==> config.mk <==
export PLATFORM = sky130hd
export DESIGN_NAME = rp_8bit_ifetch
export DESIGN_NICKNAME = d
export VERILOG_FILES = /design/src/rtl/rp_8bit_ifetch.sv
export SDC_FILE = /design/constraint.sdc
export NUM_CORES = 1
export LEC_CHECK = 0
export BUFFER_PORTS_ARGS = -buffer_cell sky130_fd_sc_hd__buf_4
export CORE_UTILIZATION = 35
export DETAILED_ROUTE_END_ITERATION = 6
export PLACE_DENSITY = 0.67
export SLEW_MARGIN = 0
export SYNTH_ARGS = -nofsm -noshare
export SYNTH_HDL_FRONTEND = slang
export SYNTH_SLANG_ARGS = --single-unit
==> constraint.sdc <==
create_clock -name clk -period 2.4 [get_ports clk]
set_clock_uncertainty 0.05 [all_clocks]
set_input_delay 0.48 -clock clk [delete_from_list [all_inputs] [get_ports clk]]
set_output_delay 0.48 -clock clk [all_outputs]
set_load 0.01 [all_outputs]
==> src/rtl/rp_8bit_ifetch.sv <==
// Instruction fetch sequencer for rp_8bit: reads program words, assembles 1- or 2-word AVR
// instructions and hands them to the decoder over valid/ready, with redirect and skip support.
module rp_8bit_ifetch #(
  parameter int             PAW     = 16,
  parameter logic [PAW-1:0] RST_VEC = '0
) (
  input  logic           clk,
  input  logic           rst,
  output logic           pmem_req,
  output logic [PAW-1:0] pmem_adr,
  input  logic           pmem_ack,
  input  logic [15:0]    pmem_rdt,
  output logic           ins_vld,
  input  logic           ins_rdy,
  output logic [15:0]    ins_code,
  output logic [15:0]    ins_ext,
  output logic           ins_two,
  output logic [PAW-1:0] ins_pc,
  input  logic           jmp_vld,
  input  logic [PAW-1:0] jmp_adr,
  input  logic           skp_vld
);

  typedef enum logic [1:0] {F1, W1, F2, W2} state_t;

  state_t         state;
  logic [PAW-1:0] pc;
  logic [PAW-1:0] pc_inc;
  logic           skip;
  logic           skip_any;

  // lds/sts (1001_00?x_xxxx_0000) and jmp/call (1001_010x_xxxx_11?x) carry a second word
  function automatic logic is_two_word(input logic [15:0] w);
    return ((w[15:10] == 6'b100100) && (w[3:0] == 4'b0000)) ||
           ((w[15:9] == 7'b1001010) && (w[3:2] == 2'b11));
  endfunction

  assign pc_inc   = pc + PAW'(1);
  assign skip_any = skip | skp_vld;
  assign pmem_adr = pc;

  // A new first-word request may go out in the same cycle the held instruction is accepted
  always_comb begin
    pmem_req = 1'b0;
    if (rst && !jmp_vld) begin
      case (state)
        F1:      pmem_req = !ins_vld || ins_rdy;
        F2:      pmem_req = 1'b1;
        default: pmem_req = 1'b0;
      endcase
    end
  end

  always_ff @(posedge clk or negedge rst) begin
    if (!rst) begin
      state    <= F1;
      pc       <= RST_VEC;
      skip     <= 1'b0;
      ins_vld  <= 1'b0;
      ins_code <= '0;
      ins_ext  <= '0;
      ins_two  <= 1'b0;
      ins_pc   <= '0;
    end else if (jmp_vld) begin
      state   <= F1;
      pc      <= jmp_adr;
      skip    <= 1'b0;
      ins_vld <= 1'b0;
    end else begin
      case (state)
        F1: begin
          if (ins_vld && ins_rdy) ins_vld <= 1'b0;
          // a skip landing on a held, unaccepted instruction drops it right away
          if (skp_vld) begin
            if (ins_vld && !ins_rdy) ins_vld <= 1'b0;
            else                     skip    <= 1'b1;
          end
          if (pmem_req && pmem_ack) state <= W1;
        end
        W1: begin
          ins_code <= pmem_rdt;
          ins_pc   <= pc;
          pc       <= pc_inc;
          if (is_two_word(pmem_rdt)) begin
            ins_two <= 1'b1;
            skip    <= skip_any;
            state   <= F2;
          end else begin
            ins_two <= 1'b0;
            ins_ext <= '0;
            ins_vld <= !skip_any;
            skip    <= 1'b0;
            state   <= F1;
          end
        end
        F2: begin
          if (skp_vld) skip <= 1'b1;
          if (pmem_req && pmem_ack) state <= W2;
        end
        W2: begin
          ins_ext <= pmem_rdt;
          pc      <= pc_inc;
          ins_vld <= !skip_any;
          skip    <= 1'b0;
          state   <= F1;
        end
      endcase
    end
  end

endmodule
==> results of run 1 <==
-- cell type report --
class	instances	area share
sequential	69	0.407
clock buffer	9	0.0292
inverter	6	0.00531
timing repair buffer	108	0.195
multi-input combinational	169	0.307
tap	108	0.0319
clock inverter	7	0.0248
-- what timing repair did --
item,CTS,global route
hold buffers,1,0
buffers inserted,0,0
endpoints found under the hold margin,3,0
-- layer usage --
layer,GRT usage,vias up,share of wire
met2,0.264,85,0.47
li1,-,1143,-
met3,0.0477,9,0.073
met4,0.0564,0,0.012
met5,0,-,0
met1,0.218,1189,0.45
-- worst reg2reg max path, cell delays in order (launching register included) --
cell and delay, ns:
dfrtp_1 0.41, inv_1 0.12, ha_1 0.34, nand4b_1 0.17, nor3_2 0.35, a21boi_2 0.27
a22o_2 0.28
-- cells in the final DEF (no fill, tap or decap), drive strengths merged, types with 2 or more instances in the layout --
cell / synthesis / layout
o211ai: 2 / 2
nand3: 6 / 6
nor3: 2 / 2
xnor2: 6 / 6
xor2: 6 / 6
nor2b: 3 / 3
nand4: 6 / 6
ha: 6 / 6
nor4: 4 / 4
dfrtp: 69 / 69
nand4b: 2 / 2
mux2i: 2 / 2
a21oi: 4 / 4
o21ai: 18 / 18
mux2: 32 / 32
nand2: 21 / 21
buf: 7 / 107
clkbuf: 3 / 9
or3: 4 / 4
a22o: 16 / 16
nor2: 10 / 10
bufinv: 0 / 2
a31oi: 4 / 4
inv: 5 / 9
-- metrics by stage --
| step | hold slack (ns) | util | area, um^2 | worst slack, ns |
|---|---|---|---|---|
| finish | 0.295 | 0.489 | 4240 | 0.316 |
| global route | 0.283 | 0.489 | 4240 | 0.142 |
| CTS | 0.274 | 0.489 | 4240 | 0.279 |
| detailed placement | 0.254 | 0.461 | 4000 | 0.340 |
| global placement | 0.253 | 0.461 | 4000 | 0.384 |
| floorplan | 0.134 | - | 3120 | 0.599 |
-- cells by family (layout without fill, tap and decap cells) --
| logic type | Yosys count | in the layout | synth area share |
|---|---|---|---|
| flip-flops | 69 | 69 | 0.553 |
| AND/OR/NAND/NOR | 63 | 63 | 0.107 |
| AO/OA/AOI/OAI | 54 | 54 | 0.130 |
| multiplexers | 34 | 34 | 0.122 |
| buffers and inverters | 16 | 130 | 0.0308 |
| XOR/XNOR | 12 | 12 | 0.0336 |
| adder cells (fa/ha/maj) | 6 | 6 | 0.0240 |
-- worst min-delay path by stage --
stage	to	cells after the start
finish	pmem_adr[4]	3
global route	pmem_adr[4]	3
CTS	pmem_adr[5]	3
detailed placement	state[0]	1
global placement	state[0]	1
floorplan	ins_code[0]	0
-- registers in the layout, indices dropped and copies added (netlist names) --
| signal | flops |
|---|---|
| ins_code | 16 |
| ins_ext | 16 |
| ins_pc | 16 |
| pmem_adr | 16 |
| state | 2 |
| ins_two | 1 |
| ins_vld | 1 |
| skip | 1 |
-- where the power goes --
group | leakage [nW] | switching (W) | internal [W]
clock network | 0.113 | 0.000490 | 0.000603
logic | 1.01 | 0.000619 | 0.000773
registers | 0.862 | 0.000217 | 0.00148
total | 1.98 | 0.00133 | 0.00286
==> results.json, run 1 <==
{
  "synth.cell_area_um2": 3120,
  "r2r_cells": 6,
  "tns_ns": 0,
  "post-route-period-util": 0.868,
  "timing.fmax_mhz": 480,
  "finalHoldViolCount": 0,
  "worstSetupEndpoint": "ins_ext[9]",
  "routedWlPerCell_um": 15.8,
  "crit_path_end_kind": "flip-flop",
  "worst_pin_slew_ns": 0.849,
  "ys.flop_type": "dfrtp_1",
  "worstReg2RegStart": "state[1]",
  "ant_nets": 0,
  "final_cell_count_no_fill": 476,
  "status": "finished clean",
  "worstPathRequired_ns": 2.59,
  "dieArea_um2": 9310,
  "clockBufferDepth": 2,
  "multi_input_comb_area_um2": 1300,
  "power_leakage_nw": 1.98,
  "synth-edff-count": 0,
  "num_vias": 2426,
  "yosysMostFrequentCell": "dfrtp_1",
  "slew_headroom": 0.434,
  "ys_ff_latch": 69,
  "r2r-end": "ins_ext[9]",
  "ys_warn_count": 0,
  "initial_core_util": 0.360,
  "async_flop_share": 1.00,
  "gp_congestion": 0.763,
  "cts_buffers": 9,
  "placed_cells": 459,
  "grt_max_degree": 67,
  "port_buffers": 104,
  "finalSetupViolCount": 0,
  "die_h_um": 96.5,
  "clk_pin_slew_worst_paths_ns": 0.09,
  "rows": 34,
  "critPathLaunch": "state[1]",
  "fin_crit_ns": 2.08,
  "diodes": 0,
  "grt_pass1_wl_um": 11600,
  "max_cap_viol_count": 0,
  "rsz0062_at_grt": "false",
  "reg2reg_slack_ns": 0.32,
  "critical_path.top_delay_family": "compound AO/OA/AOI/OAI gates",
  "syn_avg_cell_area_um2": 12.3,
  "start_kind": "flip-flop",
  "worstPathArrival_ns": 2.27,
  "track_usage": 0.167,
  "dr.pass1.iters": 4,
  "synth_fp_nets": 298,
  "core_um2": 8680,
  "finalPower_w": 0.00418,
  "grt_pass1_vias": 2317,
  "dieWidth_um": 96.5,
  "seq_area_frac_synth": 0.553,
  "io_pins": 105,
  "cts_root_buffer": "clkbuf_8",
  "cts.sinks": 69,
  "final_max_slew_viol_count": 0,
  "synth_cells": 254,
  "clk_latency_ns": 0.34,
  "yosys-top-cells-count": "69 x dfrtp_1, 31 x mux2_2, 21 x nand2_1",
  "cp.depth": 6,
  "critPathKind": "flip-flop to flip-flop",
  "hold_path.startpoint": "jmp_adr[4]",
  "detail_route.iter0.violations": 101,
  "slowest_delay_ns": 0.41,
  "antenna_found_initial": 0,
  "htreeDepth": 3,
  "routed_wl_um": 7510,
  "fillers": 808,
  "crit_fanout": 13,
  "path_cells": "inv_1 > ha_1 > nand4b_1 > nor3_2 > a21boi_2 > a22o_2",
  "synth_top_cells_by_area": "dfrtp_1 55%, mux2_2 11%, a22o_1 3.6%, nand2_1 2.5%, ha_1 2.4%",
  "critPathSlowestCell": "dfrtp_1",
  "drc_errors": 0,
  "synth_top_cell_area_share": 0.553,
  "hp-class": "input port to flip-flop",
  "cts-resized-gates": 0,
  "detailed_place_hpwl_um": 5320,
  "path_buf_inv": 1,
  "synth_top_area_cell": "dfrtp_1",
  "irDropWorstVdd_mv": 0.469,
  "syn_to_final_growth_pct": 35.7,
  "p_per_area_nw_per_um2": 987,
  "drive_above_1_share": 0.446,
  "vias_per_cell": 5.10,
  "globalRouteOverflowTotal": 0,
  "layout.nets": 407,
  "ys_types": 48,
  "register_area_um2": 1730,
  "cts_tree": "built"
}
(Power assumes the default switching activity.)
==> run 2: changes to the inputs <==
--- a/config.mk
+++ b/config.mk
@@ -9,6 +9,7 @@
 export CORE_UTILIZATION = 35
 export DETAILED_ROUTE_END_ITERATION = 6
 export PLACE_DENSITY = 0.67
+export SKIP_LAST_GASP = 1
 export SLEW_MARGIN = 0
 export SYNTH_ARGS = -nofsm -noshare
 export SYNTH_HDL_FRONTEND = slang
==> constraint.sdc (replaced) <==
create_clock -name clk -period 2.52 [get_ports clk]
set_clock_uncertainty 0.05 [all_clocks]
set_input_delay 0.504 -clock clk [delete_from_list [all_inputs] [get_ports clk]]
set_output_delay 0.504 -clock clk [all_outputs]
set_load 0.01 [all_outputs]
==> results.json, run 2 (synthesized netlist as in run 1, its figures left out) <==
{
  "critPathLaunch": "state[0]",
  "comb_power_share": 0.330,
  "p_sw_frac": 0.308,
  "die_h_um": 96.5,
  "crit_path_end_kind": "primary output",
  "post-route-period-util": 0.831,
  "finalPower_w": 0.00405,
  "finalHoldViolCount": 0,
  "cts.sinks": 69,
  "port_buffers": 104,
  "max_cap_viol_count": 0,
  "dieWidth_um": 96.5,
  "power_leakage_nw": 1.99,
  "critPathKind": "flip-flop to primary output",
  "vias_per_cell": 5.03,
  "track_usage": 0.170,
  "routedWlPerCell_um": 16.1,
  "io_pins": 105,
  "htreeDepth": 3,
  "final_common_cell": "buf_4",
  "antenna_found_initial": 0,
  "post_cts_buffers": 0,
  "worstReg2RegStart": "state[1]",
  "crit_fanout": 5,
  "dpl_worst_slack_ns": 0.456,
  "r2r_cells": 6,
  "cts_buffers": 9,
  "start_kind": "flip-flop",
  "final_cell_mix": "106 x buf_4, 69 x dfrtp_1, 31 x mux2_2",
  "timing.fmax_mhz": 478,
  "drive_above_1_share": 0.444,
  "worstPathRequired_ns": 1.97,
  "globalRouteOverflowTotal": 0,
  "final_cell_area_um2": 4250,
  "rsz0062_at_grt": "false",
  "clk_latency_ns": 0.35,
  "worstSetupEndpoint": "pmem_req",
  "fin_crit_ns": 2.09,
  "dr.pass1.iters": 7,
  "detailed_place_hpwl_um": 5400,
  "p_per_area_nw_per_um2": 953,
  "clockBufferDepth": 2,
  "utilization": 0.489,
  "p_int_w": 0.00280,
  "gp_congestion": 0.744,
  "core_um2": 8680,
  "routed_wl_um": 7640,
  "clk_pin_slew_worst_paths_ns": 0.08,
  "finalSetupViolCount": 0,
  "switching_power_w": 0.00125,
  "syn_to_final_growth_pct": 36.0,
  "layout_setup_ws_ns": 0.427,
  "grt_pass1_vias": 2348,
  "detail_route.iter0.violations": 118,
  "worstPathArrival_ns": 1.54,
  "irDropWorstVdd_mv": 0.411,
  "slew_headroom": 0.414,
  "tns_ns": 0,
  "status": "finished clean",
  "grt_max_degree": 69,
  "layout.nets": 407,
  "cts_root_buffer": "clkbuf_8",
  "initial_core_util": 0.360,
  "num_vias": 2387,
  "diodes": 0,
  "hold_depth": 3,
  "ant_nets": 0,
  "clock_power_share": 0.270,
  "reg2reg_slack_ns": 0.43,
  "r2r-end": "ins_ext[9]",
  "grt_pass1_wl_um": 11700,
  "dieArea_um2": 9310,
  "cts_tree": "built",
  "final_max_slew_viol_count": 0,
  "rows": 34,
  "drc_errors": 0,
  "seq_power_share": 0.400,
  "place_area_um2": 4000,
  "worst_pin_slew_ns": 0.878,
  "hp-class": "input port to flip-flop"
}
run 2: worst min path at each step:
stage               slack (ns)        from           to
global placement          0.27         rst  pmem_adr[0]
CTS                       0.30  jmp_adr[2]  pmem_adr[2]
finish                    0.31  jmp_adr[2]  pmem_adr[2]
detailed placement        0.26         rst  pmem_adr[0]
global route              0.31  jmp_adr[3]  pmem_adr[3]
floorplan                 0.16         rst  ins_code[0]
run 2: through the flow:
stage,instances,hold WS (ns)
after floorplan,254,0.158
after global placement,459,0.265
after detailed placement,459,0.265
after CTS,475,0.298
after global routing,475,0.309
final,475,0.311
run 2: timing repair:
action,in CTS,in global routing
resized for setup,0,0
endpoints found under the hold margin,1,0
hold buffers,1,0
run 2: layout make-up:
class,instances,area [um^2]
clock inverters,6,113
well taps,108,135
inverters,6,22.5
multi-input cells,169,1300
clock buffers,9,124
repair buffers,108,826
flip-flops and latches,69,1730
fillers,814,4430
run 2: worst max-delay path: stages, from the launching register on:
cell and delay (ns):
dfrtp_1 0.40, inv_1 0.15, ha_1 0.22, a31oi_1 0.09
nor3b_1 0.19, buf_4 0.15
run 2: power by group through the flow:
stage,clock network (W),registers [W],logic (W)
global route,0.00117,0.00166,0.00146
CTS,0.00112,0.00162,0.00136
global placement,0,0.00162,0.00133
floorplan,0,0.00174,0.000561
finish,0.00110,0.00162,0.00134
detailed placement,0,0.00165,0.00135
run 2: per-layer routing:
layer | up-vias | GRT usage | share of wire
met5 | - | 0 | 0
met1 | 1153 | 0.220 | 0.45
met4 | 0 | 0.0588 | 0.010
li1 | 1144 | - | -
met3 | 6 | 0.0477 | 0.067
met2 | 84 | 0.272 | 0.47
